$ cat src/rtl/sobel_result_sink.sv
// -----------------------------------------------------------------------------
// sobel_result_sink
//   Receiving end of the sobel_edge result-write interface. Each result beat
//   (in_valid/in_addr/in_pixel) is captured into a small FIFO and replayed to
//   frame memory over a valid/ready write port, so a stalling memory never
//   back-pressures the fixed-rate engine. Frame completion, dropped beats and
//   out-of-range addresses are reported to the frame controller.
//
// Ports
//   clk, rst       clock (rising edge) and asynchronous active-high reset
//   start          level; its rising edge arms capture of one frame (IDLE only)
//   in_valid       result beat valid
//   in_addr        result pixel address
//   in_pixel       result pixel value
//   mem_wr_valid   head of FIFO is presented to frame memory
//   mem_wr_ready   frame memory accepts the presented beat
//   mem_wr_addr    write address (head entry, 0 when FIFO empty)
//   mem_wr_data    write data    (head entry, 0 when FIFO empty)
//   busy           high while capturing or draining
//   frame_done     one-cycle pulse once the whole frame has been written
//   overflow       sticky: a beat was dropped because the FIFO was full
//   addr_err       sticky: a beat with an out-of-frame address was dropped
//   pix_count      beats accepted into the FIFO this frame
// -----------------------------------------------------------------------------
module sobel_result_sink #(
   parameter int IMG_W      = 640,
   parameter int IMG_H      = 480,
   parameter int PIX_W      = 8,
   parameter int ADDR_W     = 32,
   parameter int FIFO_DEPTH = 16
) (
   input  logic              clk,
   input  logic              rst,
   input  logic              start,
   input  logic              in_valid,
   input  logic [ADDR_W-1:0] in_addr,
   input  logic [PIX_W-1:0]  in_pixel,
   output logic              mem_wr_valid,
   input  logic              mem_wr_ready,
   output logic [ADDR_W-1:0] mem_wr_addr,
   output logic [PIX_W-1:0]  mem_wr_data,
   output logic              busy,
   output logic              frame_done,
   output logic              overflow,
   output logic              addr_err,
   output logic [ADDR_W-1:0] pix_count
);

   localparam int AW = $clog2(FIFO_DEPTH);
   localparam logic [ADDR_W-1:0] FRAME_PIX = ADDR_W'(IMG_W * IMG_H);
   localparam logic [ADDR_W-1:0] LAST_ADDR = FRAME_PIX - ADDR_W'(1);

   typedef enum logic [1:0] {
      S_IDLE    = 2'd0,
      S_CAPTURE = 2'd1,
      S_DRAIN   = 2'd2,
      S_DONE    = 2'd3
   } state_t;

   state_t            state;
   logic              start_q;
   logic [AW:0]       wr_ptr;
   logic [AW:0]       rd_ptr;
   logic [AW:0]       occ;
   logic [ADDR_W-1:0] addr_mem [FIFO_DEPTH];
   logic [PIX_W-1:0]  data_mem [FIFO_DEPTH];

   logic start_rise;
   logic empty;
   logic full;
   logic pop;
   logic beat;
   logic in_range;
   logic push;
   logic drop_full;
   logic last_beat;
   logic drain_empty;

   always_comb begin
      start_rise  = start && !start_q;
      empty       = (wr_ptr == rd_ptr);
      full        = (wr_ptr[AW] != rd_ptr[AW]) && (wr_ptr[AW-1:0] == rd_ptr[AW-1:0]);
      occ         = wr_ptr - rd_ptr;
      pop         = !empty && mem_wr_ready;
      beat        = (state == S_CAPTURE) && in_valid;
      in_range    = (in_addr < FRAME_PIX);
      // A pop in the same cycle frees a slot, so a full FIFO still accepts.
      push        = beat && in_range && (!full || pop);
      drop_full   = beat && in_range && full && !pop;
      last_beat   = push && (in_addr == LAST_ADDR);
      // True when the FIFO is empty after this edge (no pushes in DRAIN).
      drain_empty = empty || (pop && (occ == (AW+1)'(1)));
   end

   // First-word fall-through: the head entry is always on the write port.
   assign mem_wr_valid = !empty;
   assign mem_wr_addr  = empty ? '0 : addr_mem[rd_ptr[AW-1:0]];
   assign mem_wr_data  = empty ? '0 : data_mem[rd_ptr[AW-1:0]];

   // Control FSM with registered busy/frame_done
   always_ff @(posedge clk or posedge rst) begin
      if (rst) begin
         state      <= S_IDLE;
         start_q    <= 1'b0;
         busy       <= 1'b0;
         frame_done <= 1'b0;
      end else begin
         start_q <= start;
         case (state)
            S_IDLE: begin
               frame_done <= 1'b0;
               if (start_rise) begin
                  state <= S_CAPTURE;
                  busy  <= 1'b1;
               end
            end
            S_CAPTURE: begin
               if (last_beat) state <= S_DRAIN;
            end
            S_DRAIN: begin
               if (drain_empty) begin
                  state      <= S_DONE;
                  busy       <= 1'b0;
                  frame_done <= 1'b1;
               end
            end
            default: begin
               state      <= S_IDLE;
               frame_done <= 1'b0;
            end
         endcase
      end
   end

   // FIFO pointers; AW+1 bits so they wrap modulo 2*FIFO_DEPTH
   always_ff @(posedge clk or posedge rst) begin
      if (rst) begin
         wr_ptr <= '0;
         rd_ptr <= '0;
      end else begin
         if (push) wr_ptr <= wr_ptr + (AW+1)'(1);
         if (pop)  rd_ptr <= rd_ptr + (AW+1)'(1);
      end
   end

   // FIFO storage; contents are only visible behind the pointers
   always_ff @(posedge clk) begin
      if (push) begin
         addr_mem[wr_ptr[AW-1:0]] <= in_addr;
         data_mem[wr_ptr[AW-1:0]] <= in_pixel;
      end
   end

   // Frame status; cleared on entry to CAPTURE
   always_ff @(posedge clk or posedge rst) begin
      if (rst) begin
         pix_count <= '0;
         overflow  <= 1'b0;
         addr_err  <= 1'b0;
      end else if ((state == S_IDLE) && start_rise) begin
         pix_count <= '0;
         overflow  <= 1'b0;
         addr_err  <= 1'b0;
      end else begin
         if (push)                 pix_count <= pix_count + ADDR_W'(1);
         if (drop_full)            overflow  <= 1'b1;
         if (beat && !in_range)    addr_err  <= 1'b1;
      end
   end

endmodule

$ cat config.mk
export PLATFORM = sky130hd
export DESIGN_NAME = sobel_result_sink
export DESIGN_NICKNAME = d
export VERILOG_FILES = /design/src/rtl/sobel_result_sink.sv
export SDC_FILE = /design/constraint.sdc
export NUM_CORES = 1
export LEC_CHECK = 0
export ABC_AREA = 1
export CORE_MARGIN = 1
export CORE_UTILIZATION = 55
export CTS_CLUSTER_DIAMETER = 100
export DETAILED_ROUTE_END_ITERATION = 12
export PLACE_DENSITY = 0.86
export SETUP_SLACK_MARGIN = 0.02
export SLEW_MARGIN = 20
export SYNTH_ARGS = -nofsm -noshare
export SYNTH_HDL_FRONTEND = slang
export SYNTH_SLANG_ARGS = --single-unit
$ cat constraint.sdc
create_clock -name clk -period 4 [get_ports clk]
set_input_delay 0.4 -clock clk [delete_from_list [all_inputs] [get_ports clk]]
set_output_delay 0.4 -clock clk [all_outputs]
set_load 0.02 [all_outputs]
==> flow_metrics.tcl <==
set metrics [dict create \
    final_nets 2448 \
    seq_area_frac_synth_pct 72.81 \
    hold_viol_final 0 \
    critPathArrivalTime_ps 3790 \
    hold_class "input pin to asynchronous set/reset pin" \
    vdd_drop_max_v 0.0006600 \
    critical_path_peak_fanout 181 \
    drv_cap 0 \
    grt_overflow 0 \
    crit-reg2reg-capture "addr_mem[12][13]" \
    total_leakage_power_nw 10.76 \
    synth.yosys.warnings 0 \
    worst_path_max_delay_cell "sky130_fd_sc_hd__clkdlybuf4s50_1" \
    final_cell_mix "sky130_fd_sc_hd__edfxtp_1, sky130_fd_sc_hd__nor2_1, sky130_fd_sc_hd__o21ai_0, sky130_fd_sc_hd__nand2_1, sky130_fd_sc_hd__clkdlybuf4s50_1" \
    io_buffer_count 121 \
    power_frac_clock_pct 28.0 \
    area.growth.synth_to_final_pct 16.21 \
    place_worst_setup_slack_ps 375.6 \
    cts_inserted_buffers 69 \
    final_layout_size_suffix_gt1_share_pct 9.214 \
    status "finished with violations" \
    insertedDiodeCount 0 \
    grt_start_max_net_pins 182 \
    drc_errors 0 \
    final_worst_path_period_share_pct 104.7 \
    avgViaCountPerCell 6.343 \
    die_height_um 228.0 \
    firstDrtPassIters 6 \
    io_pins 122 \
    max_slew.worst_pin.slew_ps 1173 \
    initial_core_util_pct 55.85 \
    period_minus_slack_ps 4190 \
    postSynthRegisterBits 689 \
    worstSetupPathType "flop to output port" \
    fp-row-count 82 \
    cts_max_level 3 \
    drt_first_iter_violations 2893 \
    setup-violations-final 4 \
    critPathRequiredTime_ps 3600 \
    hpwlAfterDp_mm 41.06 \
    power_density_mw_per_mm2 685.4 \
    final_core_utilization_pct 64.91 \
    hold_slack_ps 235.5 \
    clock-sinks 689 \
    wire_length_of_the_first_global_routing_pass_mm 112.3 \
    synthArstFlopShare_pct 7.112 \
    hold_buffers 0 \
    path_cells "buf_12 > o21ai_0 > o221ai_1 > nand3_1 > a31oi_1 > clkdlybuf4s50_1" \
    rsz0062_at_grt "true" \
    mapped_avg_cell_area_um2 12.42 \
    avgRoutedWirePerCell_um 23.74 \
    clock_tree.buffer_depth 3 \
    synth_area_mm2 0.02808 \
    mappedNetlistNets 2319 \
    dominantRegCellSynth "sky130_fd_sc_hd__edfxtp_1" \
    clk_pin_slew_worst_paths_ps 60 \
    crit_path_end_kind "output port" \
    fillers 3347 \
    postCtsResizedCells 0 \
    ys_types 39 \
    skew_ps 19.42 \
    fp.dieArea_mm2 0.05196 \
    grt_pass1_vias 19870 \
    final_max_slew_violation_count 0 \
    final_common_cell "sky130_fd_sc_hd__edfxtp_1" \
    reg2reg_slack_ps 920 \
    pwr-share-seq_pct 36.5 \
    tritoncts "yes" \
    setup_ws_post_layout_ps -189.6 \
    layoutNonFillerInstCount 3114 \
    netlist_instances 2260 \
    total_power_mw 22.37 \
    finalInstanceArea_mm2 0.03263 \
    critical-path-max-stage-delay_ps 690 \
    internal-power_mw 14.23 \
    switching_power_mw 8.136 \
    grt_antenna_before_repair 2 \
    fp.dieW_um 228.0 \
    timing.slew.headroom_pct 21.80 \
    power.share.combinational_pct 35.5 \
    grt_util_all_layers_pct 28.19 \
    routed-via-count 19750 \
    gp_congestion 0.9111 \
    ant_nets_after_route 0 \
    ctsRootBufferMaster "sky130_fd_sc_hd__clkbuf_16" \
    route.final.wire_length_mm 73.94 \
    synth_enable_flop_cells 640 \
    critical_path.startpoint_type "flop" \
    core_region_area_mm2 0.05027 \
    failing_checks "setup timing" \
    worst_skew_pair_later_pin_latency_ps 610 \
    worstRegToRegCells 12 \
    timing.setup.tns_ps -378.4 \
    placed_cells_incl_taps 2990 \
    power.switching_fraction_pct 36.37 \
    r2r-start "rd_ptr[1]" \
    cts_setup_buffers 0 \
    postPlaceCellArea_mm2 0.03046 \
    max_freq_ghz 0.2387 \
]
## sequential cells by signal (all words and copies together), names as in the netlist, 2 cells and up
register / flops
rd_ptr: 5
wr_ptr: 5
pix_count: 32
state: 2
addr_mem: 512
data_mem: 128
## area by class of cell
cell class                 instances  area, um2  area share [%]
sequential                       689      20450           62.68
tap                              672      840.8           2.577
inverter                          61      250.2          0.7668
timing repair buffer             197       2011           6.162
clock inverter                    40      320.3          0.9816
clock buffer                      84       1846           5.655
multi-input combinational       1371       6912           21.18
## kinds of logic after synthesis
| family | share of synthesized area, % |
|---|---|
| and+or+nand+nor | 10.83 |
| DFF | 72.81 |
| adders and majority gates | 0.6506 |
| AOI/OAI and AO/OA | 11.71 |
| xor gates and xnor gates | 0.9669 |
| buffers and inverters | 3.030 |
## worst max path at each step
stage | startpoint | end | slack, ps | depth (start not counted)
floorplan | rd_ptr[1] | addr_mem[11][0] | -250 | 14
global placement | in_addr[17] | addr_mem[6][0] | 430 | 11
detailed placement | in_addr[17] | addr_mem[0][18] | 380 | 11
CTS | rd_ptr[1] | mem_wr_addr[12] | 70 | 6
global route | rd_ptr[1] | mem_wr_addr[24] | 4 | 9
finish | rd_ptr[1] | mem_wr_addr[12] | -190 | 6
## cells in the mapped netlist, types with 2 or more instances
cell type	number	area share, %
sky130_fd_sc_hd__edfxtp_1	640	68
sky130_fd_sc_hd__a31oi_1	41	0.91
sky130_fd_sc_hd__nor2_1	441	5.9
sky130_fd_sc_hd__o221ai_1	44	1.4
sky130_fd_sc_hd__dfrtp_1	49	4.4
sky130_fd_sc_hd__clkbuf_1	93	1.2
sky130_fd_sc_hd__nand2_2	12	0.27
sky130_fd_sc_hd__xor2_1	26	0.81
sky130_fd_sc_hd__buf_2	37	0.66
sky130_fd_sc_hd__o21ai_1	17	0.30
sky130_fd_sc_hd__inv_1	56	0.75
sky130_fd_sc_hd__ha_1	13	0.58
sky130_fd_sc_hd__inv_2	2	0.027
sky130_fd_sc_hd__nand4_1	9	0.20
sky130_fd_sc_hd__nand3_1	48	0.86
sky130_fd_sc_hd__o21ai_0	325	5.8
sky130_fd_sc_hd__nand2_1	218	2.9
sky130_fd_sc_hd__a21oi_1	7	0.12
sky130_fd_sc_hd__xnor2_1	5	0.16
sky130_fd_sc_hd__buf_1	2	0.027
sky130_fd_sc_hd__o211ai_1	36	0.96
sky130_fd_sc_hd__buf_4	4	0.11
sky130_fd_sc_hd__clkinv_1	2	0.027
sky130_fd_sc_hd__nor3_2	2	0.071
sky130_fd_sc_hd__nor3_1	17	0.30
sky130_fd_sc_hd__o22ai_1	98	2.2
sky130_fd_sc_hd__nand2_4	2	0.080
sky130_fd_sc_hd__buf_6	2	0.080
sky130_fd_sc_hd__nand3b_1	2	0.053
## critical path: cells and delay by family, from the launching register on
family,cells,cell delay [ps]
buffers and inverters,2,1070
AO/OA/AOI/OAI,3,1060
flip-flops,1,430
AND/OR/NAND/NOR,1,220
## metal layers
layer	share of wire, %	global-route usage [%]
met1	35	36.00
met2	48	46.18
met3	12	5.463
met4	4.6	14.43
met5	0.038	0
## power by group through the flow
stage                     sequential [mW]  clock, mW  combinational, mW
final                                8.15       6.27               7.95
after global routing                 8.16       6.56               8.45
after CTS                            8.15       6.29               7.81
after detailed placement             8.30          0               7.66
after global placement               8.29          0               7.37
after floorplan                      8.31          0               4.67
No activity file was read; power rests on OpenSTA's default activity.
